--- src/rtl/icache_refill_controller_if.sv ---
// Fetch / cache-array / instruction-memory signal bundle for the I-cache
// refill controller. The master modport is the controller side; the slave
// modport is the environment (fetch stage, cache arrays, memory).
interface icache_refill_controller_if #(
    parameter int ADDR_SIZE       = 8,
    parameter int WORD_BITS       = 32,
    parameter int WORDS_PER_BLOCK = 4,
    parameter int BEAT_BITS       = 32
);
    localparam int BLOCK_BITS = WORD_BITS * WORDS_PER_BLOCK;
    localparam int BEATS      = BLOCK_BITS / BEAT_BITS;
    localparam int OFFS       = $clog2(BLOCK_BITS / 8);
    localparam int BEAT_IDX_W = (BEATS > 1) ? $clog2(BEATS) : 1;

    // fetch stage
    logic                       ren;
    logic [ADDR_SIZE-1:0]       addr;
    logic                       stall;
    logic [WORD_BITS-1:0]       dout;
    // cache arrays
    logic [ADDR_SIZE-OFFS-1:0]  BlockAddr;
    logic                       cacheRen;
    logic                       cacheHit;
    logic [BLOCK_BITS-1:0]      cacheDout;
    logic                       cacheMemWen;
    logic [BLOCK_BITS-1:0]      cacheDin;
    // instruction memory
    logic                       memRen;
    logic [BEAT_IDX_W-1:0]      memBeat;
    logic                       memReadReady;
    logic [BEAT_BITS-1:0]       memDout;

    modport master (
        input  ren, addr, cacheHit, cacheDout, memReadReady, memDout,
        output stall, dout, BlockAddr, cacheRen, cacheMemWen, cacheDin,
               memRen, memBeat
    );

    modport slave (
        output ren, addr, cacheHit, cacheDout, memReadReady, memDout,
        input  stall, dout, BlockAddr, cacheRen, cacheMemWen, cacheDin,
               memRen, memBeat
    );
endinterface

--- src/rtl/icache_refill_controller.sv ---
// I-cache refill controller: zero-latency hits, critical-beat-first wrapped
// refills with early restart, and a one-cycle write of the completed block.
module icache_refill_controller #(
    parameter int ADDR_SIZE       = 8,
    parameter int WORD_BITS       = 32,
    parameter int WORDS_PER_BLOCK = 4,
    parameter int BEAT_BITS       = 32
) (
    input  logic                        clock,
    input  logic                        reset,
    icache_refill_controller_if.master  bus
);
    localparam int BLOCK_BITS     = WORD_BITS * WORDS_PER_BLOCK;
    localparam int BEATS          = BLOCK_BITS / BEAT_BITS;
    localparam int OFFS           = $clog2(BLOCK_BITS / 8);
    localparam int BEAT_IDX_W     = (BEATS > 1) ? $clog2(BEATS) : 1;
    localparam int WOFF           = $clog2(WORD_BITS / 8);
    localparam int WORDS_PER_BEAT = BEAT_BITS / WORD_BITS;
    localparam int WORD_IDX_W     = (WORDS_PER_BLOCK > 1) ? $clog2(WORDS_PER_BLOCK) : 1;
    localparam int CNT_W          = BEAT_IDX_W + 1;
    localparam int BLK_W          = ADDR_SIZE - OFFS;

    typedef enum logic [1:0] {IDLE, REFILL, WRITE} state_t;

    state_t                 state_reg;
    logic [BLK_W-1:0]       blk_addr_reg;
    logic [WORD_IDX_W-1:0]  word_idx_reg;
    logic [BEAT_IDX_W-1:0]  crit_beat_reg;
    logic [CNT_W-1:0]       count_reg;
    logic                   restart_done_reg;
    logic [WORD_BITS-1:0]   dout_reg;

    logic [WORD_IDX_W-1:0]  req_word;
    logic [BEAT_IDX_W-1:0]  req_beat;
    logic [WORD_BITS-1:0]   hit_word;
    logic [WORD_BITS-1:0]   mem_word;
    logic [BEAT_IDX_W-1:0]  mem_beat;
    logic                   beat_fire;
    logic                   first_beat;
    logic                   last_beat;
    logic                   stall_next;
    logic                   cache_ren_next;
    logic [WORD_BITS-1:0]   dout_next;
    logic                   unused_addr_bits;

    // Word index within the block; byte-lane bits of the address are ignored.
    generate
        if (WORDS_PER_BLOCK > 1) begin : g_word_idx
            assign req_word = bus.addr[WOFF +: WORD_IDX_W];
        end else begin : g_word_idx_single
            assign req_word = '0;
        end
    endgenerate

    assign unused_addr_bits = ^bus.addr[WOFF-1:0];

    assign req_beat   = BEAT_IDX_W'(32'(req_word) / WORDS_PER_BEAT);
    assign hit_word   = bus.cacheDout[32'(req_word) * WORD_BITS +: WORD_BITS];
    // The requested word taken straight off the memory bus for early restart.
    assign mem_word   = bus.memDout[(32'(word_idx_reg) % WORDS_PER_BEAT) * WORD_BITS +: WORD_BITS];
    // Wrap-around beat order starting at the beat holding the requested word.
    assign mem_beat   = (state_reg == REFILL)
                      ? BEAT_IDX_W'((32'(crit_beat_reg) + 32'(count_reg)) % BEATS)
                      : '0;
    assign beat_fire  = (state_reg == REFILL) && bus.memReadReady;
    assign first_beat = beat_fire && !restart_done_reg;
    assign last_beat  = beat_fire && (count_reg == CNT_W'(BEATS - 1));

    // Fetch-facing responses: hits and early restart are visible in the same cycle.
    always_comb begin
        stall_next     = 1'b0;
        cache_ren_next = 1'b0;
        dout_next      = dout_reg;
        case (state_reg)
            IDLE: begin
                cache_ren_next = bus.ren;
                stall_next     = bus.ren && !bus.cacheHit;
                if (bus.ren && bus.cacheHit) begin
                    dout_next = hit_word;
                end
            end
            REFILL: begin
                if (first_beat) begin
                    stall_next = 1'b0;
                    dout_next  = mem_word;
                end else begin
                    stall_next = bus.ren;
                end
            end
            WRITE: begin
                stall_next = bus.ren;
            end
            default: begin
                stall_next = 1'b0;
            end
        endcase
    end

    // Outputs are forced quiet while reset is held, independent of the clock.
    assign bus.stall       = reset & stall_next;
    assign bus.dout        = reset ? dout_next : '0;
    assign bus.cacheRen    = reset & cache_ren_next;
    assign bus.BlockAddr   = (state_reg == IDLE) ? bus.addr[ADDR_SIZE-1:OFFS] : blk_addr_reg;
    assign bus.cacheMemWen = (state_reg == WRITE);
    assign bus.memRen      = (state_reg == REFILL);
    assign bus.memBeat     = mem_beat;

    // Refill FSM: miss capture, beat counting, early-restart bookkeeping.
    always_ff @(posedge clock or negedge reset) begin
        if (!reset) begin
            state_reg        <= IDLE;
            blk_addr_reg     <= '0;
            word_idx_reg     <= '0;
            crit_beat_reg    <= '0;
            count_reg        <= '0;
            restart_done_reg <= 1'b0;
            dout_reg         <= '0;
        end else begin
            case (state_reg)
                IDLE: begin
                    if (bus.ren && bus.cacheHit) begin
                        dout_reg <= hit_word;
                    end else if (bus.ren) begin
                        blk_addr_reg     <= bus.addr[ADDR_SIZE-1:OFFS];
                        word_idx_reg     <= req_word;
                        crit_beat_reg    <= req_beat;
                        count_reg        <= '0;
                        restart_done_reg <= 1'b0;
                        state_reg        <= REFILL;
                    end
                end
                REFILL: begin
                    if (beat_fire) begin
                        count_reg <= count_reg + 1'b1;
                        if (first_beat) begin
                            restart_done_reg <= 1'b1;
                            dout_reg         <= mem_word;
                        end
                        if (last_beat) begin
                            state_reg <= WRITE;
                        end
                    end
                end
                WRITE: begin
                    state_reg <= IDLE;
                end
                default: begin
                    state_reg <= IDLE;
                end
            endcase
        end
    end

    // Fill buffer: one slot per memory beat, written in whatever order beats arrive.
    genvar gi;
    generate
        for (gi = 0; gi < BEATS; gi++) begin : g_fill
            logic [BEAT_BITS-1:0] slot_reg;

            // Capture the beat addressed by memBeat when memory presents it.
            always_ff @(posedge clock or negedge reset) begin
                if (!reset) begin
                    slot_reg <= '0;
                end else if (beat_fire && (mem_beat == BEAT_IDX_W'(gi))) begin
                    slot_reg <= bus.memDout;
                end
            end

            assign bus.cacheDin[gi*BEAT_BITS +: BEAT_BITS] = slot_reg;
        end
    endgenerate
endmodule

--- src/flat_wrapper.sv ---
// flat-port wrapper written by rule: the top's interface ports become plain ports
module icache_refill_controller_flat 
#(
    parameter int ADDR_SIZE       = 8,
    parameter int WORD_BITS       = 32,
    parameter int WORDS_PER_BLOCK = 4,
    parameter int BEAT_BITS       = 32
)
  (clock, reset, bus_ren, bus_addr, bus_cacheHit, bus_cacheDout, bus_memReadReady, bus_memDout, bus_stall, bus_dout, bus_BlockAddr, bus_cacheRen, bus_cacheMemWen, bus_cacheDin, bus_memRen, bus_memBeat);
  icache_refill_controller_if #(.ADDR_SIZE(ADDR_SIZE), .WORD_BITS(WORD_BITS), .WORDS_PER_BLOCK(WORDS_PER_BLOCK), .BEAT_BITS(BEAT_BITS)) bus_i ();
  input  logic clock;
  input  logic reset;
  input wire logic [$bits(bus_i.ren)-1:0] bus_ren;
  input wire logic [$bits(bus_i.addr)-1:0] bus_addr;
  input wire logic [$bits(bus_i.cacheHit)-1:0] bus_cacheHit;
  input wire logic [$bits(bus_i.cacheDout)-1:0] bus_cacheDout;
  input wire logic [$bits(bus_i.memReadReady)-1:0] bus_memReadReady;
  input wire logic [$bits(bus_i.memDout)-1:0] bus_memDout;
  output wire logic [$bits(bus_i.stall)-1:0] bus_stall;
  output wire logic [$bits(bus_i.dout)-1:0] bus_dout;
  output wire logic [$bits(bus_i.BlockAddr)-1:0] bus_BlockAddr;
  output wire logic [$bits(bus_i.cacheRen)-1:0] bus_cacheRen;
  output wire logic [$bits(bus_i.cacheMemWen)-1:0] bus_cacheMemWen;
  output wire logic [$bits(bus_i.cacheDin)-1:0] bus_cacheDin;
  output wire logic [$bits(bus_i.memRen)-1:0] bus_memRen;
  output wire logic [$bits(bus_i.memBeat)-1:0] bus_memBeat;
  assign bus_i.ren = bus_ren;
  assign bus_i.addr = bus_addr;
  assign bus_i.cacheHit = bus_cacheHit;
  assign bus_i.cacheDout = bus_cacheDout;
  assign bus_i.memReadReady = bus_memReadReady;
  assign bus_i.memDout = bus_memDout;
  assign bus_stall = bus_i.stall;
  assign bus_dout = bus_i.dout;
  assign bus_BlockAddr = bus_i.BlockAddr;
  assign bus_cacheRen = bus_i.cacheRen;
  assign bus_cacheMemWen = bus_i.cacheMemWen;
  assign bus_cacheDin = bus_i.cacheDin;
  assign bus_memRen = bus_i.memRen;
  assign bus_memBeat = bus_i.memBeat;
  icache_refill_controller #(.ADDR_SIZE(ADDR_SIZE), .WORD_BITS(WORD_BITS), .WORDS_PER_BLOCK(WORDS_PER_BLOCK), .BEAT_BITS(BEAT_BITS)) u_core (.clock(clock), .reset(reset), .bus(bus_i));
endmodule
--- config.mk ---
export PLATFORM = sky130hd
export DESIGN_NAME = icache_refill_controller_flat
export DESIGN_NICKNAME = d
export VERILOG_FILES = /design/src/rtl/icache_refill_controller_if.sv /design/src/rtl/icache_refill_controller.sv /design/src/flat_wrapper.sv
export SDC_FILE = /design/constraint.sdc
export NUM_CORES = 1
export LEC_CHECK = 0
export BUFFER_PORTS_ARGS = -buffer_cell sky130_fd_sc_hd__buf_2
export CAP_MARGIN = 20
export CORE_MARGIN = 8
export CORE_UTILIZATION = 49
export CTS_CLUSTER_SIZE = 12
export DETAILED_ROUTE_END_ITERATION = 12
export PLACE_DENSITY = 0.81
export SLEW_MARGIN = 30
export SYNTH_ARGS = -nofsm -noshare
export SYNTH_HDL_FRONTEND = slang
export SYNTH_SLANG_ARGS = --single-unit
--- constraint.sdc ---
create_clock -name clock -period 3 [get_ports clock]
set_input_delay 0.6 -clock clock [delete_from_list [all_inputs] [get_ports clock]]
set_output_delay 0.6 -clock clock [all_outputs]
set_load 0.01 [all_outputs]
==> results.cfg <==
[power]
switching_share_pct = 37.0
vdd.ir_drop.worst_uv = 538
netSwitchingPower_w = 0.00441
combinationalPowerShare_pct = 46.9
sequentialPowerShare_pct = 34.6
internal_power_consumption_w = 0.00752
p_leak_nw = 5.28
p_clk_share_pct = 18.5
cellPowerDensity_nw_per_um2 = 1080

[worst_setup_path]
path_max_fanout = 23
critical_path_class = register to primary output
worst_ep_arrival_time_ps = 2230
startpoint_type = register
ff2ff_setup_slack_ps = 600
worst-r2r-cell-count = 5
worst_r2r_endpoint = u_core.g_fill[3].slot_reg[16]
critical_path.endpoint_type = primary output
r2r_start = u_core.state_reg[0]
cp_required_ps = 2400

[drt]
drt_drc_violations_left = 0
detail_route.vias_per_cell = 5.63
route.antenna.remaining_nets = 0
dr_vias = 6715
drt_pass1_iterations = 5
drt-total-wl_um = 27200
routedWlPerCell_um = 22.8
drt_iter0_markers = 332

[synth]
synth_seq_area_share_pct = 50.6
synth-warning-count = 0
dominantRegCellSynth = dfrtp_1
synth.net_count = 802
netlist_instances = 626
synth_edf_count = 0
post_synth.cell_area_avg_um2 = 13.6
synth_seq_cells = 172
mappedNetlistArea_um2 = 8510
post_synth_num_cell_types = 35
postSynth.asyncResetShare_pct = 100

[cts]
cts-root-to-sink-buffers = 2
deepest_level_of_the_cts_h_tree = 4
clock_latency_ps = 430
quantity_of_gates_resized_following_cts = 0
ctsRootBufferMaster = clkbuf_16
clk_pin_slew_worst_paths_ps = 70
post-cts-setup-buffer-count = 0
num_clock_sinks = 172
cts_hold_repair.buffers = 1
tritoncts.num_buffers = 17
tritoncts_clock_tree = done

[timing]
worst_pin_slew_ps = 616
fin_crit_ps = 2830
timing.setup.tns_ps = 0
clock_skew_ps = 9.30
finalSetupViolCount = 0
slew_viol_final = 0
maxSlewHeadroom_pct = 58.7
fin_hold_viols = 0
timing.final.crit_share_pct = 94.2
grt_setup_unrepaired = false
timing.fmax_mhz = 354

[final_layout]
area_occupied_by_multi_input_gates_um2 = 3890
largest_reg_flops = 128
syn_to_final_growth_pct = 30.0
drive_gt1_share_pct = 59.6
area_of_all_sequential_standard_cells_um2 = 4310
fill_cells = 1316
finish.utilization_pct = 64.6
antenna_cells_inserted = 0
fin_nets = 1131

[floorplanning]
design.die.area_um2 = 21800
initial_core_util_pct = 49.7
die-width_um = 148
row_count = 48
coreArea_um2 = 17100
io_pins = 343
fp.dieH_um = 148

[run]
cap_violations = 0

[place]
gp_congestion = 0.856
place.detailed.hpwl_um = 20500
port-buffer-count = 340

[hold_path]
worst_hold_endpoint = u_core.blk_addr_reg[0]
whs_path_depth = 2
holdCritPathClass = primary input to register
worst_hold_start = bus_addr[4]

[global_route]
grt_pass1_wl_um = 42300
number_of_antenna_violations_at_the_first_check_in_global_routing = 0
grt_ovf = 0
grt_pass1_vias = 7308
global_route_usage_sum_pct = 25.0
grt_start_max_net_pins = 93

[run_status]
run_status = finished clean
critical path, stage by stage, from the launching register on:
cell and delay (ps):
dfrtp_1 380, buf_4 200, nand2b_2 320, buf_12 230, a21oi_1 160, o211ai_1 120
and2_1 220, buf_2 150
area by class of cell:
class	instances	area share (%)
Clock inverter	13	1.36
Multi-Input combinational cell	396	35.2
Timing Repair Buffer	365	17.8
Tap cell	225	2.55
Sequential cell	172	38.9
Clock buffer	18	3.97
Inverter	3	0.125
synthesized netlist by cell type (2+ instances only):
cell type | instances | share of area, %
o211ai_1 | 32 | 2.8
buf_2 | 8 | 0.47
ha_1 | 3 | 0.44
nand2b_1 | 2 | 0.15
mux2_1 | 2 | 0.26
buf_12 | 3 | 0.71
mux4_2 | 32 | 8.5
nor2_1 | 3 | 0.13
and3_1 | 3 | 0.22
and2_1 | 34 | 2.5
a211oi_1 | 2 | 0.18
nor4bb_1 | 33 | 3.9
mux2_4 | 30 | 5.3
nand2_1 | 34 | 1.5
clkbuf_1 | 34 | 1.5
dfrtp_1 | 172 | 51
buf_4 | 4 | 0.35
a21oi_1 | 36 | 2.1
o21ai_0 | 33 | 1.9
buf_6 | 4 | 0.53
mux2_2 | 107 | 14
inv_1 | 2 | 0.088
cell families after synthesis:
logic type / count (synthesis) / synth area share, %
DFF: 172 / 50.6
and+or+nand+nor: 116 / 9.28
AOI/OAI and AO/OA: 105 / 7.27
buffers and inverters: 58 / 3.93
adders and majority gates: 3 / 0.441
muxes: 171 / 28.2
xor gates and xnor gates: 1 / 0.279
per-layer routing:
| layer | up-vias | part of all wire [%] | global-route usage, % | routed length [um] |
|---|---|---|---|---|
| met5 | - | 0 | 0 | 0 |
| met4 | 0 | 1.9 | 7.65 | 513 |
| met3 | 34 | 8.3 | 8.07 | 2260 |
| met2 | 291 | 50 | 42.3 | 13700 |
| met1 | 3409 | 39 | 29.7 | 10700 |
| li1 | 2981 | - | - | - |
how the worst max path moves through the flow:
stage / from / to / slack [ps] / depth (start not counted)
floorplan: bus_addr[2] / bus_dout[10] / 470 / 6
global placement: bus_addr[2] / bus_dout[12] / 290 / 7
detailed placement: bus_addr[2] / bus_dout[12] / 260 / 7
CTS: u_core.restart_done_reg / bus_dout[27] / 180 / 7
global route: u_core.restart_done_reg / bus_dout[27] / 50 / 7
finish: u_core.restart_done_reg / bus_dout[27] / 170 / 7
power groups by stage:
stage | Sequential (W) | Clock [W] | Combinational [W]
floorplan | 0.00448 | 0 | 0.00317
global placement | 0.00406 | 0 | 0.00548
detailed placement | 0.00414 | 0 | 0.00565
CTS | 0.00411 | 0.00223 | 0.00568
global route | 0.00425 | 0.00233 | 0.00603
finish | 0.00412 | 0.00221 | 0.00560
layout by cell type (no fill, tap or decap), types with 2 or more instances in the layout:
master,Yosys,layout
mux2_1,2,2
a211oi_1,2,2
o21ai_0,33,33
buf_2,8,339
and3_1,3,2
buf_4,4,18
clkinvlp_4,0,2
mux4_2,32,32
nor2_1,3,3
inv_6,0,4
mux2_4,30,30
mux2_2,107,107
buf_12,3,6
a21oi_1,36,35
inv_1,2,2
nand2_1,34,34
o211ai_1,32,32
dfrtp_1,172,171
and2_1,34,34
inv_8,0,4
ha_1,3,3
nor4bb_1,33,32
clkbuf_16,0,17
per-stage QoR:
step	cell area, um2	hold slack (ps)	setup slack, ps	total power, W	std cells
after floorplan	8510	304	467	0.00764	626
final	11100	426	173	0.0119	1192
after detailed placement	10500	405	261	0.00979	1160
after CTS	11100	413	180	0.0120	1192
after global placement	10500	405	286	0.00954	1160
after global routing	11100	410	48.7	0.0126	1192
Note: power is estimated with default switching activity, not from simulation.
